### src/rtl/t_strobe_debounce.sv
// ---------------------------------------------------------------------------
// t_strobe_debounce
//   Turns a raw, bouncy push-button into a clean debounced level plus a
//   single-cycle T strobe (one per accepted press) for a downstream toggle
//   flip-flop clocked on the same Clk.
//
//   Clk        in   system clock, all state on rising edge
//   reset      in   asynchronous, active-high reset
//   btn_in     in   raw button, asynchronous to Clk, may bounce
//   T          out  registered one-cycle strobe per accepted press
//   btn_level  out  registered debounced button level
//   busy       out  1 while a level change is being qualified
//
//   state        | meaning
//   IDLE         | button released and stable
//   PRESS_WAIT   | synchronized button high, counting stable cycles
//   PRESSED      | press accepted, button held
//   RELEASE_WAIT | synchronized button low, counting stable cycles
// ---------------------------------------------------------------------------
module t_strobe_debounce #(
  parameter int DEBOUNCE_CYCLES = 4,
  parameter int CNT_W           = 4
) (
  input  logic Clk,
  input  logic reset,
  input  logic btn_in,
  output logic T,
  output logic btn_level,
  output logic busy
);

  localparam logic [1:0] IDLE         = 2'd0;
  localparam logic [1:0] PRESS_WAIT   = 2'd1;
  localparam logic [1:0] PRESSED      = 2'd2;
  localparam logic [1:0] RELEASE_WAIT = 2'd3;

  localparam logic [CNT_W-1:0] CNT_LAST = CNT_W'(DEBOUNCE_CYCLES - 1);

  logic             s1_q, s1_d;
  logic             btn_s_q, btn_s_d;
  logic [1:0]       state_q, state_d;
  logic [CNT_W-1:0] cnt_q, cnt_d;
  logic             t_q, t_d;
  logic             level_q, level_d;
  logic             busy_q, busy_d;

  always_comb begin
    s1_d    = btn_in;
    btn_s_d = s1_q;
    state_d = state_q;
    cnt_d   = cnt_q;
    t_d     = 1'b0;

    case (state_q)
      IDLE: begin
        if (btn_s_q) begin
          state_d = PRESS_WAIT;
          cnt_d   = '0;
        end
      end
      PRESS_WAIT: begin
        if (!btn_s_q) begin
          state_d = IDLE;
        end else if (cnt_q == CNT_LAST) begin
          state_d = PRESSED;
          t_d     = 1'b1;
        end else begin
          cnt_d = cnt_q + CNT_W'(1);
        end
      end
      PRESSED: begin
        if (!btn_s_q) begin
          state_d = RELEASE_WAIT;
          cnt_d   = '0;
        end
      end
      RELEASE_WAIT: begin
        // A high sample here is release bounce: back to PRESSED without a strobe.
        if (btn_s_q) begin
          state_d = PRESSED;
        end else if (cnt_q == CNT_LAST) begin
          state_d = IDLE;
        end else begin
          cnt_d = cnt_q + CNT_W'(1);
        end
      end
      default: begin
        state_d = IDLE;
        cnt_d   = '0;
      end
    endcase

    // Outputs are decoded from the next state so they register on the same
    // edge as the state change.
    level_d = (state_d == PRESSED) || (state_d == RELEASE_WAIT);
    busy_d  = (state_d == PRESS_WAIT) || (state_d == RELEASE_WAIT);
  end

  always_ff @(posedge Clk or posedge reset) begin
    if (reset) begin
      s1_q    <= 1'b0;
      btn_s_q <= 1'b0;
      state_q <= IDLE;
      cnt_q   <= '0;
      t_q     <= 1'b0;
      level_q <= 1'b0;
      busy_q  <= 1'b0;
    end else begin
      s1_q    <= s1_d;
      btn_s_q <= btn_s_d;
      state_q <= state_d;
      cnt_q   <= cnt_d;
      t_q     <= t_d;
      level_q <= level_d;
      busy_q  <= busy_d;
    end
  end

  assign T         = t_q;
  assign btn_level = level_q;
  assign busy      = busy_q;

endmodule

### config.mk
export PLATFORM = sky130hd
export DESIGN_NAME = t_strobe_debounce
export DESIGN_NICKNAME = d
export VERILOG_FILES = /design/src/rtl/t_strobe_debounce.sv
export SDC_FILE = /design/constraint.sdc
export NUM_CORES = 1
export LEC_CHECK = 0
export CAP_MARGIN = 15
export CORE_AREA = 2 2 39 41
export CTS_CLUSTER_SIZE = 40
export DETAILED_ROUTE_END_ITERATION = 6
export DIE_AREA = 0 0 41 43
export PLACE_DENSITY = 0.57
export SETUP_SLACK_MARGIN = 0.05
export SLEW_MARGIN = 30
export SYNTH_ARGS = -nofsm -noshare
export SYNTH_HDL_FRONTEND = slang
export SYNTH_SLANG_ARGS = --single-unit
### constraint.sdc
create_clock -name Clk -period 2 [get_ports Clk]
set_clock_uncertainty 0.05 [all_clocks]
set_input_delay 0.5 -clock Clk [delete_from_list [all_inputs] [get_ports Clk]]
set_output_delay 0.5 -clock Clk [all_outputs]
set_load 0.1 [all_outputs]
==> results of run 1 <==
[worst register-to-register path, stage by stage (launching register included)]
cell and delay (ns):
dfrtp_1 0.42, ha_1 0.24, and4bb_2 0.28, nor2_1 0.14
mux2_2 0.35
[cells by family after synthesis]
kind of cell	synth area share (%)
flip-flops	60.79
multiplexers	8.206
AND/OR/NAND/NOR	19.45
XOR/XNOR	2.128
adder cells (fa/ha/maj)	3.039
buffers and inverters	0.9110
AO/OA/AOI/OAI	5.471
[path summary, 6_finish.rpt]
kind,from,endpoint,slack (ns),cells past startpoint
worst min-delay path,btn_s_d,btn_s_q,0.31,0
worst max register to register,cnt_q[0],cnt_q[0],0.42,4
min in group asynchronous,reset,T,0.45,2
max in group asynchronous,reset,cnt_q[3],1.17,2
worst max-delay path,cnt_q[0],cnt_q[0],0.42,4
worst min register to register,btn_s_d,btn_s_q,0.31,0
[state kept, by name, indices dropped and copies added, names as in the netlist]
name and flops:
state_q 2, btn_s_q 1, btn_level 1, btn_s_d 1, T 1, cnt_q 4
[report_power, final]
part | total [uW] | internal [uW] | switching, uW
clock | 184 | 111 | 73.2
sequential | 311 | 253 | 57.6
combinational | 387 | 156 | 231
[layer usage]
layer  routed length, um  vias to the layer above
li1                    -                      134
met1                 266                      134
met2                 317                        7
met3                  32                        5
met4                  36                        0
met5                   0                        -
[layout by cell type, fill, tap and decap left out]
| cell | count |
|---|---|
| and4bb_2 | 1 |
| buf_12 | 3 |
| clkbuf_4 | 3 |
| nand2_1 | 2 |
| dfrtp_1 | 10 |
| xnor2_1 | 1 |
| ha_1 | 1 |
| o31ai_1 | 1 |
| clkdlybuf4s50_1 | 2 |
| and3b_2 | 1 |
| nor2b_1 | 2 |
| o21ai_0 | 3 |
| inv_1 | 1 |
| clkbuf_8 | 1 |
| nand4b_1 | 1 |
| or4b_1 | 1 |
| mux2_2 | 3 |
| nor2_1 | 1 |
| nand3_1 | 3 |
[per-stage QoR]
| step | cells | total power [uW] |
|---|---|---|
| floorplan | 32 | 565.3 |
| global placement | 53 | 691.4 |
| detailed placement | 53 | 703.8 |
| CTS | 57 | 892.7 |
| global route | 57 | 929.7 |
| finish | 57 | 881.9 |
[cell type report]
class                      count  area (um2)  share of cell area, %
tap                           16       20.02                  3.653
clock buffer                   4       36.28                  6.621
inverter                       1       3.754                 0.6849
timing repair buffer           5       80.08                  14.61
sequential                    10       250.2                  45.66
multi-input combinational     21       157.7                  28.77
==> metrics, run 1 <==
status completed; GRT overflow 0; clk buf depth 2; post-cts sizing count 0; GRT Util Overall 11.21%; Fin. Hold Viols 0; Power Dens Cells 1609 nW/um2; Arrival @ worst endpoint 1.69 ns; cell breakdown of the critical path ha_1 > and4bb_2 > nor2_1 > mux2_2; Synth Area per Inst 12.86 um2; Gate Count Post-Synth 32; CTS H-tree depth 1; cell area after layout 548.0 um2; Initial Util 29.75%; largest net degree at the start of global routing 11; port bufs 5; area grow syn2layout 33.13%; crit end category flip-flop; mapped cell area 411.6 um2; antenna violations before repair 0; RSZ-0062 raised after global routing false; Buf/Inv on CP 0; drt drc 0; Setup WS pre-CTS 0.4356 ns; Max rail drop VDD 0.5077 mV; Setup-failing EPs final 0; layout cells sized above 1 29.27%; number of synthesized flops with an enable pin 0; fin nets 46; Via Count 280; worst setup margin 0.4222 ns; kind of critical path reg2reg; Root Buffer clkbuf_4; Max FO, Critical Path 6; clk sinks 10; hold slack 0.3106 ns; M3 GR Usage 4.712%; Crit path max-delay family simple AND/OR/NAND/NOR gates; n_diodes 0; met2 GRT Util 16.25%; Final period util 78.89%; slowest CP cell dfrtp_1; RD Place Congestion 0.7088; vias in the first global route 302; Most Used Layer, Global Route met2; CTS tree done; post-CTS setup buffer count 0; FF+latch count, synth 10; DRT antenna net count 0; syn_nets 36; Core Box Area 1384 um2; Die Height 43 um; # rows 14; LEAKAGE 0.0002455 uW; first-pass GRT wire length 1248 um; worst slew pin tran 0.4712 ns; Die ar. 1763 um2; Initial DRC Count 2; I/O pin cnt 6; Post-Route Utilization 39.60%; distinct cell type count after synthesis 15; headroom to the max-slew limit 68.36%; clock slew at reported path FFs 0.07 ns; startpoint types flip-flop; synth cell count leaders dfrtp_1 (10), mux2_2 (3), nand3_1 (3), o21ai_0 (3); predominant post-synthesis flop cell dfrtp_1; highest clock rate 633.8 MHz; Synth Warn # 0; TritonCTS Buffers 3; worst-skew pair later-pin latency 0.27 ns; Pre-antenna DRT Iters 2; Final Routed Wirelength 652 um; post-synth top area share 60.79%; met1 usage 11.49%; cts hold-fix bufs 0; post-DR wirelength/cell 11.44 um; Max-Cap Viols 0; setup TNS 0 ns; ys async rst share 100.0%; Slew Limit Fails 0; area leader, netlist dfrtp_1; drt via density 4.912; worst path required time 2.11 ns; Seq/Total Area, Yosys 60.79%; Final min period 1.578 ns; Die W 41 um; Placed Area 511.7 um2; top post-synthesis cells by area dfrtp_1 (61%), mux2_2 (8.2%), nand3_1 (3.6%); most frequent cell after synthesis dfrtp_1; worst hold path type reg2reg; Fillers 143; max incr delay on CP 0.42 ns
No activity file was read; power rests on OpenSTA's default activity.
==> inputs of run 2 (changes only) <==
==> constraint.sdc (replaced) <==
create_clock -name Clk -period 1.6 [get_ports Clk]
set_clock_uncertainty 0.05 [all_clocks]
set_input_delay 0.4 -clock Clk [delete_from_list [all_inputs] [get_ports Clk]]
set_output_delay 0.4 -clock Clk [all_outputs]
set_load 0.1 [all_outputs]
==> run 2 against run 1 <==
Global-route usage increased by 0.14 points. Combinational power rose by 33%. Clock power increased by 22%. Sequential power up 32%. Core utilization up 2.8 points. Critical path type unchanged. Critical endpoint is now state_q[1]. Highest routed layer unchanged.
==> metrics, run 2 (same netlist as run 1, synthesis figures left out) <==
n_diodes 0; fin nets 48; largest net degree at the start of global routing 11; DRT antenna net count 0; post-DR wirelength/cell 12.39 um; Pre-antenna DRT Iters 2; Setup WS pre-CTS 0.05097 ns; Worst Hold End btn_s_q; area grow syn2layout 42.55%; crit end category flip-flop; Initial Util 29.75%; RD Place Congestion 0.7139; clk sinks 10; hold slack 0.3053 ns; first-pass GRT wire length 1269 um; Final Routed Wirelength 731 um; Max FO, Critical Path 5; Die ar. 1763 um2; Max rail drop VDD 1.179 mV; hold_sp btn_s_d; RSZ-0062 raised after global routing false; max reg flops 4; GRT overflow 0; worst r2r src cnt_q[0]; Core Box Area 1384 um2; worst setup margin 0.1196 ns; CTS H-tree depth 1; Die W 41 um; Final min period 1.480 ns; startpoint types flip-flop; top flop regs cnt_q (4), state_q (2); port bufs 5; layout cells sized above 1 41.86%; drt via density 4.898; headroom to the max-slew limit 75.19%; fin cells 59; status completed; Setup-failing EPs final 0; kind of critical path reg2reg; most common library cell in the layout ignoring fill and taps dfrtp_1; Initial DRC Count 1; worst path required time 1.70 ns; Arrival @ worst endpoint 1.58 ns; DP HPWL 501.3 um; # rows 14; r2r setup slk 0.12 ns; Via Count 289; crit path launch cnt_q[0]; Die Height 43 um; Post-Place Cells 53; setup TNS 0 ns; Power Dens Cells 1959 nW/um2; slowest CP cell dfrtp_1; vias in the first global route 310; worst-skew pair later-pin latency 0.26 ns; commonest non-fill, non-tap cells in the layout dfrtp_1 (9), mux2_2 (3), nand3_1 (3), clkbuf_4 (3), buf_12 (3); drt drc 0; worst hold path type reg2reg; clock slew at reported path FFs 0.07 ns; max incr delay on CP 0.40 ns; cts hold-fix bufs 0; CTS tree done; Reg2Reg Depth 4; Buf/Inv on CP 1; highest clock rate 675.5 MHz; GRT Util Overall 11.35%; Fin. Hold Viols 0; Max-Cap Viols 0; worst slew pin tran 0.3717 ns; Hold Path Stages 0; Slew Limit Fails 0; cell breakdown of the critical path ha_2 > and4bb_4 > buf_6 > mux2_2; I/O pin cnt 6; clk buf depth 2; LEAKAGE 0.0002597 uW; antenna violations before repair 0; Largest Register cnt_q; Crit path max-delay family flip-flops; Final period util 92.52%; FF-to-FF End state_q[1]; TritonCTS Buffers 3; Post-Route Utilization 42.41%; Root Buffer clkbuf_4
## run 2: final cells by class
cell class | instances | area, um2
timing repair buffer | 7 | 98.84
inverter | 1 | 3.754
clock buffer | 4 | 36.28
sequential | 10 | 254.0
tap | 16 | 20.02
multi-input combinational | 21 | 173.9
fill | 131 | 797.0
## run 2: repair_timing
| item | in CTS | in global routing |
|---|---|---|
| pin swaps | 0 | 2 |
| hold endpoints to repair | 0 | 0 |
| gates cloned | 0 | 0 |
| setup endpoints to repair | 1 | 3 |
| setup buffers | 2 | 0 |
| gates resized for setup | 0 | 5 |
## run 2: worst register-to-register path, delay by kind of cell (launching register included)
family                   cells  cell delay [ns]
adder cells (fa/ha/maj)      1             0.21
AND/OR/NAND/NOR              1             0.29
multiplexers                 1             0.31
buffers and inverters        1             0.11
flip-flops                   1             0.40
## run 2: per-layer routing
layer / GRT usage, % / part of all wire [%]
met1: 11.95 / 42
met2: 17.19 / 52
met3: 4.712 / 4.2
met4: 8.000 / 2.3
met5: 0 / 0
## run 2: worst max-delay path by stage
stage                 endpoint  slack [ns]  cells after the start
floorplan             cnt_q[0]        0.07                      3
global placement      cnt_q[0]        0.09                      4
detailed placement    cnt_q[0]        0.05                      4
CTS                   cnt_q[0]        0.06                      4
global route        state_q[1]        0.07                      4
finish              state_q[1]        0.12                      4
## run 2: power breakdown
group / total, uW / switching, uW / leakage [uW] / internal, uW
logic: 516 / 296 / 0.000112 / 220
clock network: 225 / 86.5 / 0.0000210 / 138
registers: 409 / 83.2 / 0.000127 / 325
total: 1150 / 466 / 0.000260 / 683
## run 2: stage by stage
| stage | instance area (um2) | total power (uW) |
|---|---|---|
| floorplan | 417.9 | 722.8 |
| global placement | 518.0 | 884.0 |
| detailed placement | 518.0 | 903.6 |
| CTS | 569.3 | 1134 |
| global route | 586.8 | 1217 |
| finish | 586.8 | 1149 |
